===== src/rtl/rshift_8_seq.sv =====
// Iterative right-shift sequencer: logical/arithmetic shift by 0..31 using a 1/2/4 mux datapath of up to 7 positions per pass.
// Latency: result valid ceil(amt/7)+1 cycles after accept (1 cycle for amt==0); no early exit on saturation.
// Backpressure: result held in DONE until out_ready; a new request is accepted in IDLE or in DONE on the consuming cycle.
module rshift_8_seq #(
  parameter int WIDTH = 8,
  parameter int AMT_W = 5
) (
  input  logic             clk,
  input  logic             rst,
  input  logic             in_valid,
  output logic             in_ready,
  input  logic [WIDTH-1:0] in_data,
  input  logic [AMT_W-1:0] in_amt,
  input  logic             in_arith,
  output logic             out_valid,
  input  logic             out_ready,
  output logic [WIDTH-1:0] out_data,
  output logic             busy
);

  localparam int LVL = $clog2(WIDTH);
  localparam logic [AMT_W-1:0] STEP_MAX = AMT_W'(WIDTH - 1);

  typedef enum logic [1:0] {
    IDLE  = 2'd0,
    SHIFT = 2'd1,
    DONE  = 2'd2
  } state_t;

  state_t           state_q;
  logic [WIDTH-1:0] data_q;
  logic [AMT_W-1:0] rem_q;
  logic             arith_q;
  logic             out_valid_q;
  logic [WIDTH-1:0] out_data_q;

  logic [AMT_W-1:0] step_d;
  logic [WIDTH-1:0] data_d;
  logic             fill;
  logic             accept;

  assign in_ready  = !rst && ((state_q == IDLE) || ((state_q == DONE) && out_ready));
  assign accept    = in_valid && in_ready;
  assign out_valid = out_valid_q;
  assign out_data  = out_data_q;
  assign busy      = (state_q != IDLE);

  // The sign bit never changes under arithmetic fill, so data_q's MSB is the fill source every pass.
  assign fill = arith_q & data_q[WIDTH-1];

  // Per-pass shift: clamp the remaining amount to one pass, then run it through the 1/2/4 mux levels.
  always_comb begin
    step_d = (rem_q > STEP_MAX) ? STEP_MAX : rem_q;
    data_d = data_q;
    for (int k = 0; k < LVL; k++) begin
      if (step_d[k]) begin
        data_d = (data_d >> (1 << k)) |
                 (fill ? ~({WIDTH{1'b1}} >> (1 << k)) : {WIDTH{1'b0}});
      end
    end
  end

  // Sequencer FSM: accept, iterate passes, then hold the registered result until consumed.
  always_ff @(posedge clk) begin
    if (rst) begin
      state_q     <= IDLE;
      data_q      <= '0;
      rem_q       <= '0;
      arith_q     <= 1'b0;
      out_valid_q <= 1'b0;
      out_data_q  <= '0;
    end else begin
      case (state_q)
        SHIFT: begin
          data_q <= data_d;
          rem_q  <= rem_q - step_d;
          if (rem_q == step_d) begin
            state_q     <= DONE;
            out_valid_q <= 1'b1;
            out_data_q  <= data_d;
          end
        end
        IDLE, DONE: begin
          // Consumption first; a same-cycle accept below overrides it.
          if ((state_q == DONE) && out_ready) begin
            state_q     <= IDLE;
            out_valid_q <= 1'b0;
          end
          if (accept) begin
            data_q  <= in_data;
            rem_q   <= in_amt;
            arith_q <= in_arith;
            if (in_amt == '0) begin
              state_q     <= DONE;
              out_valid_q <= 1'b1;
              out_data_q  <= in_data;
            end else begin
              state_q     <= SHIFT;
              out_valid_q <= 1'b0;
            end
          end
        end
        default: begin
          state_q     <= IDLE;
          out_valid_q <= 1'b0;
        end
      endcase
    end
  end

endmodule

===== config.mk =====
export PLATFORM = sky130hd
export DESIGN_NAME = rshift_8_seq
export DESIGN_NICKNAME = d
export VERILOG_FILES = /design/src/rtl/rshift_8_seq.sv
export SDC_FILE = /design/constraint.sdc
export NUM_CORES = 1
export LEC_CHECK = 0
export ABC_AREA = 1
export ABC_CLOCK_PERIOD_IN_PS = 2000
export CORE_MARGIN = 2
export CORE_UTILIZATION = 36
export CTS_CLUSTER_SIZE = 25
export DETAILED_ROUTE_END_ITERATION = 8
export PLACE_DENSITY = 0.63
export SLEW_MARGIN = 20
export SYNTH_ARGS = -nofsm -noshare
export SYNTH_HDL_FRONTEND = slang
export SYNTH_SLANG_ARGS = --single-unit

===== constraint.sdc =====
create_clock -name clk -period 2 [get_ports clk]
set_input_delay 0.2 -clock clk [delete_from_list [all_inputs] [get_ports clk]]
set_output_delay 0.2 -clock clk [all_outputs]
set_load 0.05 [all_outputs]

### Word level (Yosys, flattened, before mapping)

Index checks and enable logic that the tools add are counted.

* add/sub/neg operators: 1
* $lt $le $gt $ge: 1
* equality and inequality tests: 7
* multiplexer cells: 25
* bitwise operators: 4
* reduce and logical (&&, ||, !) cells: 14

Operators by type and width (number)
* 8-bit 2-to-1 mux: 10
* 8-bit one-hot mux with 2 select lines: 2
* 5-bit 2-to-1 mux: 2
* 5-bit one-hot mux with 2 select lines: 1
* 2-bit 2-to-1 mux: 4
* 4-bit by 8-bit OR with 8-bit output: 1
* 6-bit by 8-bit OR with 8-bit output: 1
* 7-bit by 8-bit OR with 8-bit output: 1
* 2-bit != test, second input constant: 3
* 2-bit AND reduction: 3
* 5-bit == test: 1
* 5-bit by 3-bit greater-than comparator with 1-bit output, second input constant: 1
* 5-bit logical NOT: 1
* 5-bit subtractor: 1
* 1-bit 2-to-1 mux: 4
* 2-bit one-hot mux with 2 select lines: 1
* 4-bit AND reduction: 1
* 2-bit nonzero test: 2
* 1-bit logical AND: 3
* 3-bit != test, second input constant: 1
* 2-bit by 1-bit == test with 1-bit output, second input constant: 1
* 2-bit == test, second input constant: 1
* 2-bit logical NOT: 1
* 1-bit one-hot mux with 2 select lines: 1
* 4 further kinds: 4

* bits in registers: 25
* bits of input ports: 18
* output and inout bits: 11
* logic and storage cells: 58

### Depth between registers and ports, before layout

* word-level depth: 10
* gate-level depth with buffers: 11

### Worst setup path after synthesis

OpenSTA, ideal clock, no wires.

* path type: register to output
* start point: reg state_q[1]
* end point: out in_ready
* arrival time: 1.781 ns
* required time: 1.800 ns
* slack: 0.019 ns
* stages on the path, launching flop included: 4
* cell sequence: dfxtp_1 nand2_1 inv_1 nor3_1

* word-level cells in the longest chain between the ends: 4
* elaborated cells on any way between the ends: 5
* those cells by class: eq/ne: 1; reduce/logical: 4

Ends and longest elaborated chain
* from (decl): RTL line 30 `state_t state_q;`
* from (signal assigned): RTL line 66 `state_q <= IDLE;`
* from (signal assigned): RTL line 78 `state_q <= DONE;`
* from (signal assigned): RTL line 86 `state_q <= IDLE;`
* 2-bit == test: RTL line 42 `assign in_ready = !rst && ((state_q == IDLE) || ((state_q == DONE) && out_ready));`
* 1-bit logical AND: RTL line 42
* 1-bit logical OR *: RTL line 42
* 1-bit logical AND *: RTL line 42
* to (decl): RTL line 11 `output logic in_ready,`

Mark *: on every way between the ends. The rest lies on a longest branch, timed or not.

### Worst setup path in the final report

* start point: reg out_data_q[5] (netlist: out_data[5])
* end point: out out_data[5]

RTL lines
* from (decl): RTL line 35 `logic [WIDTH-1:0] out_data_q;`
* from (signal assigned): RTL line 80 `out_data_q <= data_d;`
* from (signal assigned): RTL line 96 `out_data_q <= in_data;`
* to (decl): RTL line 17 `output logic [WIDTH-1:0] out_data,`

No word-level cell between the ends.

==> impl_metrics.csv <==
group,metric,value,unit
finish,antenna_cells,0,
global_routing,antenna_found_initial,0,
power,power_density,687,mW/mm^2
die,dieHeight,72.1,microns
route,wire_per_inst,11.5,microns
worst_setup_path,cp_slowest_cell,"clkdlybuf4s50_1",
worst_setup_path,critPathRequiredTime,1.80,ns
synthesis,ys_seq_area_frac,0.288,
synthesis,synth_ff_type,"dfxtp_1",
finish,drive_above_1_share,0.185,
synthesis,yosysWarnings,0,
route,drt_iter0_drc,74,
power,p_leak,0.961,nW
clock_network,insertion_delay,0.27,ns
route,vias_per_cell,4.78,
power,pwr-share-comb,0.380,
place,dp_hpwl,2880,microns
die,design.die.area,0.00520,sq mm
die,die_w,72.1,microns
die,core-area,0.00441,sq mm
finish,utilization,0.466,
hold_path,worstHoldStart,"out_data[7]$_SDFFE_PP0P_",
worst_setup_path,cp-end-kind,"output pin",
outcome,status,"finished, final reports clean",
finish,instances_no_fill,328,
timing,rsz0062_at_grt,"false",
route,drt_first_pass_iters,4,
clock_network,clockRootBuffer,"clkbuf_8",
synthesis,ys_types,31,
clock_network,cts_tree,"yes",
place,gp_congestion,0.884,
route,wl,3770,microns
global_routing,grt_usage,0.163,
clock_network,cts_max_path_buffers,2,
worst_setup_path,crit_family,"buffers and inverters",
timing,whs,0.478,ns
finish,area_delta_synth_final,23.2,%
worst_setup_path,path_cells,"clkdlybuf4s50_1",
synthesis,postSynth.asyncResetShare,0,
power,p_seq_frac,0.383,
route,vias,1569,
route,ant_nets,0,
timing,finalSetupTns,0,ns
clock_network,clk_pin_slew,0.09,ns
clock_network,cts_hold_buffers,0,
clock_network,cts.sinks,24,
finish,final_nets,296,
worst_setup_path,r2r-start,"rem_q[3]$_SDFFE_PP0P_",
power,intPower,896,uW
timing,slew_violations,0,
finish,fill_cells,449,
worst_setup_path,path_class,"reg -> out",
timing,fin_crit_sh,0.821,
die,ios,29,
timing,setup_viol,0,
route,drc_errors,0,
timing,max_slew_margin,0.654,
power,pwr-share-clk,0.237,
place,port_buffers,28,
worst_setup_path,cp-startpoint,"out_data[5]$_SDFFE_PP0P_",
power,ir_drop,0.326,mV
timing,hold_viol,0,
synthesis,syn_area_per_cell,6.73,sq um
global_routing,grt_pass1_wl,6850,microns
worst_setup_path,crit_buf_inv,1,
clock_network,cts_made_buffers,3,
clock_network,ctsResizeCount,0,
timing,finalClockSkew,0.00283,ns
synthesis,synthCells,248,
global_routing,grt_overflow,0,
worst_setup_path,max_stage_delay,0.82,ns
worst_setup_path,cp.arrival,1.44,ns
job,max_cap_violations,0,
timing,fin_crit,1.64,ns
power,netSwitchingPower,518,uW
place,dp_cells,324,
synthesis,ys_ff_latch,24,
die,rows,24,
global_routing,first_global_vias,1503,
timing,tightestPinTransition,0.518,ns
clock_network,cts_max_level,1,
clock_network,postCtsSetupRepairBufs,0,
synthesis,syn_nets,267,
power,p_sw_frac,0.366,
worst_setup_path,cp-start-kind,"flip-flop",
synthesis,syn_area,0.00167,sq mm
die,start_util,0.378,
worst_setup_path,critPathMaxFanout,2,
global_routing,grt_max_degree,25,
hold_path,hp-class,"reg -> reg",
synthesis,synth-edff-count,0,
timing,timing.fmax,609,MHz
[placed cells by master (no fill, tap or decap), drive strengths merged, types with 3 or more instances in the layout]
master / n
buf: 9
o21ai: 19
clkdlybuf4s50: 26
clkbuf: 4
inv: 40
a21oi: 17
nor2: 16
dfxtp: 24
o211ai: 3
nand2: 66
nand3: 41
a31oi: 3
[power groups by stage]
stage / Combinational [mW] / Sequential (mW) / Clock (mW)
finish: 0.537 / 0.542 / 0.335
global route: 0.607 / 0.547 / 0.366
global placement: 0.538 / 0.552 / 0
CTS: 0.539 / 0.542 / 0.348
floorplan: 0.394 / 0.567 / 0
detailed placement: 0.536 / 0.553 / 0
[metal layers]
metal	global-route usage	up-vias	routed length, microns
li1	-	857	-
met1	0.232	679	1870
met2	0.254	28	1710
met3	0.0194	5	130
met4	0.0587	0	61
met5	0	-	0
[flip-flops by register name, summed over array words and instances, names as in the netlist]
name      cells
data_q        8
rem_q         5
arith_q       1
state_q       2
out_data      8
[logic make-up after synthesis]
| family | share of synthesized area |
|---|---|
| DFF | 0.288 |
| adders and majority gates | 0.00750 |
| xor gates and xnor gates | 0.0105 |
| AOI/OAI and AO/OA | 0.155 |
| buffers and inverters | 0.147 |
| and+or+nand+nor | 0.392 |
[synth_stat cells, types with 3 or more instances]
library cell | count | area (sq um)
o21ai_0 | 15 | 75.1
a21oi_2 | 5 | 43.8
buf_6 | 3 | 33.8
nor2_1 | 13 | 48.8
a21oi_1 | 11 | 55.1
buf_2 | 4 | 20.0
nand2_1 | 56 | 210
nand3_1 | 32 | 160
dfxtp_1 | 24 | 480
a31oi_1 | 3 | 18.8
inv_1 | 35 | 131
clkbuf_1 | 3 | 11.3
nand3_2 | 9 | 90.1
o211ai_1 | 3 | 22.5
nand2_2 | 9 | 56.3
[metrics by stage]
stage	instance area (sq um)	power (mW)	worst slack (ns)
6_report	2060	1.41	0.359
5_1_grt	2060	1.52	0.231
4_1_cts	2060	1.43	0.336
3_5_place_dp	2000	1.09	0.216
3_3_place_gp	2000	1.09	0.281
2_1_floorplan	1670	0.961	0.0190
[final cells by class]
type | count | area [sq um] | area share
repair buffers | 35 | 353 | 0.172
inverters | 40 | 160 | 0.0779
clock buffers | 4 | 55.1 | 0.0268
flip-flops and latches | 24 | 480 | 0.234
multi-input cells | 173 | 943 | 0.459
well taps | 52 | 65.1 | 0.0316
[worst paths after layout]
path                              endpoint  slack, ns  depth (start not counted)
setup / recovery               out_data[5]       0.36                          1
hold / removal    out_data[7]$_SDFFE_PP0P_       0.48                          2
setup reg to reg    data_q[4]$_SDFFE_PP0P_       0.40                         10
hold reg to reg   out_data[7]$_SDFFE_PP0P_       0.48                          2
[worst min-delay path: stages, from the launching register on]
cell     delay [ns]
dfxtp_1        0.32
nand2_1        0.07
a21oi_2        0.05
Power figures use the tool's default switching activity.
